**config.mk**
```make
export PLATFORM = sky130hd
export DESIGN_NAME = pipe_hazard_ctrl
export DESIGN_NICKNAME = d
export VERILOG_FILES = /design/src/rtl/pipe_ctrl_pkg.sv /design/src/rtl/load_use_detect.sv /design/src/rtl/pipe_hazard_ctrl.sv
export SDC_FILE = /design/constraint.sdc
export NUM_CORES = 1
export LEC_CHECK = 0
export CORE_UTILIZATION = 47
export CTS_CLUSTER_SIZE = 30
export DETAILED_ROUTE_END_ITERATION = 6
export PLACE_DENSITY = 0.77
export SKIP_LAST_GASP = 1
export SYNTH_ARGS = -nofsm -noshare
export SYNTH_HDL_FRONTEND = slang
export SYNTH_HIERARCHICAL = 1
export SYNTH_SLANG_ARGS = --single-unit
```
**constraint.sdc**
```tcl
create_clock -name clk -period 2.6 [get_ports clk]
set_clock_uncertainty 0.2 [all_clocks]
set_input_delay 0.52 -clock clk [delete_from_list [all_inputs] [get_ports clk]]
set_output_delay 0.52 -clock clk [all_outputs]
set_load 0.01 [all_outputs]
```
**src/rtl/pipe_ctrl_pkg.sv**
```systemverilog
// Shared types and constants for the pipeline sequencing controller.
package pipe_ctrl_pkg;

  typedef enum logic [1:0] {
    RUN      = 2'd0,
    MEM_WAIT = 2'd1,
    ERROR    = 2'd2
  } state_t;

  localparam logic [4:0] REG_ZERO    = 5'd0;
  localparam int         STALL_CNT_W = 16;

endpackage

```
**src/rtl/load_use_detect.sv**
```systemverilog
// Load-use hazard detector: flags an ID instruction that reads the register
// being loaded by the instruction currently in EX.
module load_use_detect
  import pipe_ctrl_pkg::*;
(
  input  logic       MemReadEX,
  input  logic [4:0] WriteRegAddrEX,
  input  logic [4:0] Rs1AddrID,
  input  logic [4:0] Rs2AddrID,
  input  logic       UsesRs1ID,
  input  logic       UsesRs2ID,
  output logic       hazard
);

  logic dest_valid_s;
  logic rs1_match_s;
  logic rs2_match_s;

  // x0 is hard-wired to zero, so a load into it can never create a dependency
  assign dest_valid_s = MemReadEX && (WriteRegAddrEX != REG_ZERO);
  assign rs1_match_s  = UsesRs1ID && (Rs1AddrID == WriteRegAddrEX);
  assign rs2_match_s  = UsesRs2ID && (Rs2AddrID == WriteRegAddrEX);
  assign hazard       = dest_valid_s && (rs1_match_s || rs2_match_s);

endmodule

```
**src/rtl/pipe_hazard_ctrl.sv**
```systemverilog
// Pipeline sequencing controller: register enables/flushes for the 5-stage core,
// covering memory freezes with timeout, branch flushes and load-use bubbles.
module pipe_hazard_ctrl
  import pipe_ctrl_pkg::*;
#(
  parameter int TIMEOUT_CYCLES = 15
) (
  input  logic        clk,
  input  logic        reset,
  input  logic        MemReadEX,
  input  logic [4:0]  WriteRegAddrEX,
  input  logic [4:0]  Rs1AddrID,
  input  logic [4:0]  Rs2AddrID,
  input  logic        UsesRs1ID,
  input  logic        UsesRs2ID,
  input  logic        BranchTakenEX,
  input  logic        MemReqMEM,
  input  logic        MemAckMEM,
  output logic        PCEnable,
  output logic        IFIDEnable,
  output logic        IDEXEnable,
  output logic        EXMEMEnable,
  output logic        MEMWBEnable,
  output logic        IFIDFlush,
  output logic        IDEXFlush,
  output logic        MemReqOut,
  output logic        MemTimeout,
  output logic [15:0] StallCount
);

  localparam int                  WAIT_W    = $clog2(TIMEOUT_CYCLES + 1);
  localparam logic [WAIT_W-1:0]   WAIT_LAST = WAIT_W'(TIMEOUT_CYCLES - 1);
  localparam logic [STALL_CNT_W-1:0] STALL_MAX = {STALL_CNT_W{1'b1}};

  state_t                   state_r;
  state_t                   state_next_s;
  logic [WAIT_W-1:0]        wait_cnt_r;
  logic [WAIT_W-1:0]        wait_cnt_next_s;
  logic [STALL_CNT_W-1:0]   stall_cnt_r;
  logic                     mem_timeout_r;
  logic                     hazard_s;
  logic                     pc_en_s;
  logic                     ifid_en_s;
  logic                     idex_en_s;
  logic                     exmem_en_s;
  logic                     memwb_en_s;
  logic                     ifid_flush_s;
  logic                     idex_flush_s;
  logic                     mem_req_s;
  logic                     count_stall_s;

  load_use_detect u_load_use_detect (
    .MemReadEX      (MemReadEX),
    .WriteRegAddrEX (WriteRegAddrEX),
    .Rs1AddrID      (Rs1AddrID),
    .Rs2AddrID      (Rs2AddrID),
    .UsesRs1ID      (UsesRs1ID),
    .UsesRs2ID      (UsesRs2ID),
    .hazard         (hazard_s)
  );

  // Next-state and control decode; memory stall outranks branch flush outranks load-use
  always_comb begin
    state_next_s    = state_r;
    wait_cnt_next_s = wait_cnt_r;
    pc_en_s         = 1'b0;
    ifid_en_s       = 1'b0;
    idex_en_s       = 1'b0;
    exmem_en_s      = 1'b0;
    memwb_en_s      = 1'b0;
    ifid_flush_s    = 1'b0;
    idex_flush_s    = 1'b0;
    mem_req_s       = 1'b0;
    case (state_r)
      RUN: begin
        mem_req_s = MemReqMEM;
        if (MemReqMEM && !MemAckMEM) begin
          state_next_s    = MEM_WAIT;
          wait_cnt_next_s = '0;
        end else if (BranchTakenEX) begin
          {pc_en_s, ifid_en_s, idex_en_s, exmem_en_s, memwb_en_s} = 5'b11111;
          ifid_flush_s = 1'b1;
          idex_flush_s = 1'b1;
        end else if (hazard_s) begin
          {pc_en_s, ifid_en_s, idex_en_s, exmem_en_s, memwb_en_s} = 5'b00111;
          idex_flush_s = 1'b1;
        end else begin
          {pc_en_s, ifid_en_s, idex_en_s, exmem_en_s, memwb_en_s} = 5'b11111;
        end
      end
      MEM_WAIT: begin
        mem_req_s = 1'b1;
        if (MemAckMEM) begin
          // Release everything on the ack cycle so MEM/WB captures the read data
          {pc_en_s, ifid_en_s, idex_en_s, exmem_en_s, memwb_en_s} = 5'b11111;
          state_next_s    = RUN;
          wait_cnt_next_s = '0;
        end else if (wait_cnt_r == WAIT_LAST) begin
          state_next_s    = ERROR;
          wait_cnt_next_s = wait_cnt_r + WAIT_W'(1);
        end else begin
          wait_cnt_next_s = wait_cnt_r + WAIT_W'(1);
        end
      end
      ERROR: begin
        state_next_s = ERROR;
      end
      default: begin
        state_next_s    = RUN;
        wait_cnt_next_s = '0;
      end
    endcase
  end

  assign count_stall_s = !pc_en_s && ((state_r == RUN) || (state_r == MEM_WAIT));

  // State, wait counter and sticky timeout flag
  always_ff @(posedge clk or negedge reset) begin
    if (!reset) begin
      state_r       <= RUN;
      wait_cnt_r    <= '0;
      mem_timeout_r <= 1'b0;
    end else begin
      state_r       <= state_next_s;
      wait_cnt_r    <= wait_cnt_next_s;
      mem_timeout_r <= mem_timeout_r || (state_next_s == ERROR);
    end
  end

  // Saturating stalled-cycle counter
  always_ff @(posedge clk or negedge reset) begin
    if (!reset) begin
      stall_cnt_r <= '0;
    end else if (count_stall_s && (stall_cnt_r != STALL_MAX)) begin
      stall_cnt_r <= stall_cnt_r + STALL_CNT_W'(1);
    end else begin
      stall_cnt_r <= stall_cnt_r;
    end
  end

  // Reset forces every control low immediately, independent of the clock
  assign PCEnable    = reset && pc_en_s;
  assign IFIDEnable  = reset && ifid_en_s;
  assign IDEXEnable  = reset && idex_en_s;
  assign EXMEMEnable = reset && exmem_en_s;
  assign MEMWBEnable = reset && memwb_en_s;
  assign IFIDFlush   = reset && ifid_flush_s;
  assign IDEXFlush   = reset && idex_flush_s;
  assign MemReqOut   = reset && mem_req_s;
  assign MemTimeout  = reset && mem_timeout_r;
  assign StallCount  = reset ? stall_cnt_r : 16'd0;

endmodule

```
==> results of run 1 <==
-- worst max-delay path, delay by kind of cell --
family                    cells  cell delay, ps
buffers and inverters         2             220
AOI/OAI and AO/OA             2             550
and+or+nand+nor               4            1030
xor gates and xnor gates      2             300
-- cell usage after synthesis (2+ instances only) --
library cell | n | area, µm²
a21oi_1 | 2 | 10.0
and2_1 | 19 | 119
and4_1 | 6 | 52.6
buf_4 | 4 | 30.0
dfrtp_1 | 23 | 576
ha_1 | 3 | 37.5
nand2_1 | 9 | 33.8
nand2b_1 | 2 | 12.5
nand3_1 | 12 | 60.1
nand4_1 | 8 | 50.1
nor2_1 | 4 | 15.0
nor3_1 | 5 | 25.0
nor3_2 | 2 | 20.0
nor4_2 | 2 | 25.0
o21ai_0 | 4 | 20.0
xnor2_1 | 12 | 105
xor2_1 | 15 | 131
-- worst paths after layout --
check                           depth (start not counted)      startpoint  slack (ps)         endpoint
worst max-delay path                                   10    Rs2AddrID[1]         -20   stall_cnt_r[9]
worst min-delay path                                    2           reset         110   stall_cnt_r[0]
worst max register to register                          5  stall_cnt_r[0]         530  stall_cnt_r[15]
worst min register to register                          1   mem_timeout_r         290    mem_timeout_r
max in group asynchronous                               3           reset        1750   stall_cnt_r[4]
min in group clk                                        1   mem_timeout_r         290    mem_timeout_r
-- placed cells by master (no fill, tap or decap), types with 4 or more instances in the layout --
cell | netlist | routed
nor2_1 | 4 | 4
o21ai_0 | 4 | 4
nand3_1 | 12 | 12
and4_1 | 6 | 6
clkdlybuf4s50_1 | 0 | 24
buf_4 | 4 | 17
and2_1 | 19 | 19
dfrtp_1 | 23 | 23
xnor2_1 | 12 | 12
buf_6 | 1 | 6
xor2_1 | 15 | 15
nand2_1 | 9 | 9
nand4_1 | 8 | 8
buf_2 | 0 | 6
dlygate4sd2_1 | 0 | 6
-- kinds of logic (layout without fill, tap and decap cells) --
group	count (synthesis)	in the layout	synth area share [%]
flip-flops	23	23	37.2
AO/OA/AOI/OAI	16	16	8.64
buffers and inverters	8	69	4.04
adder cells (fa/ha/maj)	3	3	2.42
AND/OR/NAND/NOR	79	79	31.7
XOR/XNOR	27	27	15.3
multiplexers	1	1	0.727
-- layout make-up --
type / count / area, µm² / area share [%]
Inverter: 1 / 3.75 / 0.171
Clock inverter: 1 / 5.00 / 0.228
Timing Repair Buffer: 64 / 567 / 25.8
Sequential cell: 23 / 576 / 26.2
Tap cell: 44 / 55.1 / 2.50
Clock buffer: 3 / 22.5 / 1.02
Multi-Input combinational cell: 126 / 970 / 44.1
-- power groups by stage --
| stage | sequential (mW) | combinational [mW] | clock [mW] |
|---|---|---|---|
| after floorplan | 0.372 | 0.0277 | 0 |
| after CTS | 0.367 | 0.0977 | 0.174 |
| after global placement | 0.374 | 0.0964 | 0 |
| after detailed placement | 0.374 | 0.0985 | 0 |
| final | 0.367 | 0.0964 | 0.174 |
| after global routing | 0.368 | 0.105 | 0.192 |
-- metal layers --
layer	wire length [µm]	global-route usage, %	vias to the layer above	share of wire, %
li1	-	-	686	-
met1	1560	26.8	648	43
met2	1830	40.9	45	50
met3	237	3.93	6	6.4
met4	46	8.16	0	1.3
met5	0	0	-	0
-- flip-flops by register name, summed over array words and instances, names as in the netlist --
name / flops
stall_cnt_r: 16
wait_cnt_r: 4
state_r: 2
mem_timeout_r: 1
-- what timing repair did --
action | in CTS | in global routing
endpoints found under the setup margin | 41 | 16
pin swaps | 15 | 8
resized for setup | 77 | 4
setup buffers | 1 | 0
-- through the flow --
step / area (µm²) / util [%] / worst slack (ps) / instances / power (mW)
2_1_floorplan: 1560 / - / 3.61 / 157 / 0.400
3_3_place_gp: 2150 / 69.9 / -765 / 257 / 0.470
3_5_place_dp: 2150 / 69.9 / -890 / 257 / 0.472
4_1_cts: 2190 / 71.2 / -82.4 / 262 / 0.638
5_1_grt: 2200 / 71.4 / -103 / 262 / 0.665
6_report: 2200 / 71.4 / -19.0 / 262 / 0.637
==> summary.txt, run 1 <==
Worst setup path
  • Crit path max fanout: 3
  • Crit start category: input pin
  • Type of the worst setup path: in2reg
  • Setup crit end kind: flip-flop
  • Crit path DAT: 2640 ps
  • CP cell instances: buf_6 > xor2_1 > nor4_1 > nand3_1 > a21oi_2 > buf_4 > or3b_4 > a2111oi_4 > nand4_1 > xnor2_1
  • Slowest Stage Delay on Critical Path: 400 ps
  • CP max stage cell: or3b_4
  • Critical Path RT: 2620 ps

Power and ir drop
  • Combinational share of power: 15.1%
  • Internal cell power: 0.475 mW
  • P_leak: 0.953 nW
  • Worst IR Drop VDD: 0.000271 V
  • PwrDens: 290 nW/µm²
  • Clock Power Share: 27.2%
  • NetSw: 0.162 mW
  • Reg power frac: 57.6%
  • Switch share: 25.5%

Drt
  • Post-DRT Antenna Nets: 0
  • 1st-pass router iterations: 4
  • Via/cell ratio: 5.29
  • Drt total wl: 3.68 mm
  • 1st-iter DRT viols: 28
  • DRC Markers: 0
  • Routed via count: 1385
  • Wire per inst: 14.0 µm

Timing
  • Relative slew slack: 71.0%
  • Final hold violations: 0
  • Hold slack: 107 ps
  • Period utilization: 101%
  • Final setup margin: -19.0 ps
  • Fin crit period: 2620 ps
  • Pins Over Slew Limit: 0
  • Setup TNS: -28.7 ps
  • RSZ-0062 raised after global routing: true
  • Slew @ Worst Pin: 435 ps
  • Final setup fails: 2
  • Max Fclk: 382 MHz

Yosys
  • Post-synthesis register bit count: 23
  • Gate Count Post-Synth: 157
  • Synthesized Nets: 183
  • Distinct cells, synth: 42
  • Post-synth top flop: dfrtp_1
  • Synth async-reset ratio: 100%
  • Syn_area_per_cell: 9.87 µm²
  • Number of synthesized flops with an enable pin: 0
  • Synthesized area: 1550 µm²
  • Sequential share of the synthesized area: 37.2%
  • Synth warn: 6

GRT
  • Grt ovf: 0
  • First-pass GRT wire length: 6.02 mm
  • Largest net degree at the start of global routing: 22
  • Total GRT Usage: 22.7%
  • Initial antenna violation count: 0
  • Vias in the first global route: 1399

Die
  • Initial Util: 50.3%
  • Die Span X: 59.4 µm
  • Row Count: 20
  • Num ports: 48
  • Die Y: 59.4 µm
  • Die area: 3530 µm²
  • CORE AREA: 3080 µm²

Run
  • Max cap viols: 0

Place
  • Placer Congestion: 0.817
  • Buffers on Ports: 47
  • HPWL after DPL: 2.88 mm

Cells and area
  • Final Net Count: 245
  • Total inserted antenna cells: 0
  • Area Overhead vs Synth: 41.9%
  • Filler cells: 240
  • Fraction of layout cells with a size suffix above 1: 25.2%

Clock tree
  • Clock sink total: 23
  • Root Driver: clkbuf_4
  • Htree depth: 1
  • CTS tree: done
  • Skew-Pair Late Insertion Delay: 310 ps
  • Hold-fix buffers at CTS: 0
  • CTS Buffer Depth: 2
  • Total CTS buffers: 3
  • Clock transition at path regs: 140 ps

Outcome
  • Status: finished, violations left
  • Failing checks: negative setup slack

Hold path
  • Worst hold-check path type: in2async
No activity file was read; power rests on OpenSTA's default activity.
==> inputs of run 2 (changes only) <==
--- a/config.mk
+++ b/config.mk
@@ -10,6 +10,7 @@
 export DETAILED_ROUTE_END_ITERATION = 6
 export PLACE_DENSITY = 0.77
 export SKIP_LAST_GASP = 1
+export SLEW_MARGIN = 0
 export SYNTH_ARGS = -nofsm -noshare
 export SYNTH_HDL_FRONTEND = slang
 export SYNTH_HIERARCHICAL = 1
==> results of run 2 <==
No change in the layout: final DEF, timing and power equal those of run 1.
==> inputs of run 3 (changes only) <==
--- a/config.mk
+++ b/config.mk
@@ -5,6 +5,7 @@
 export SDC_FILE = /design/constraint.sdc
 export NUM_CORES = 1
 export LEC_CHECK = 0
+export CAP_MARGIN = 0
 export CORE_UTILIZATION = 47
 export CTS_CLUSTER_SIZE = 30
 export DETAILED_ROUTE_END_ITERATION = 6
==> results of run 3 <==
No change in the layout: final DEF, timing and power equal those of run 1.
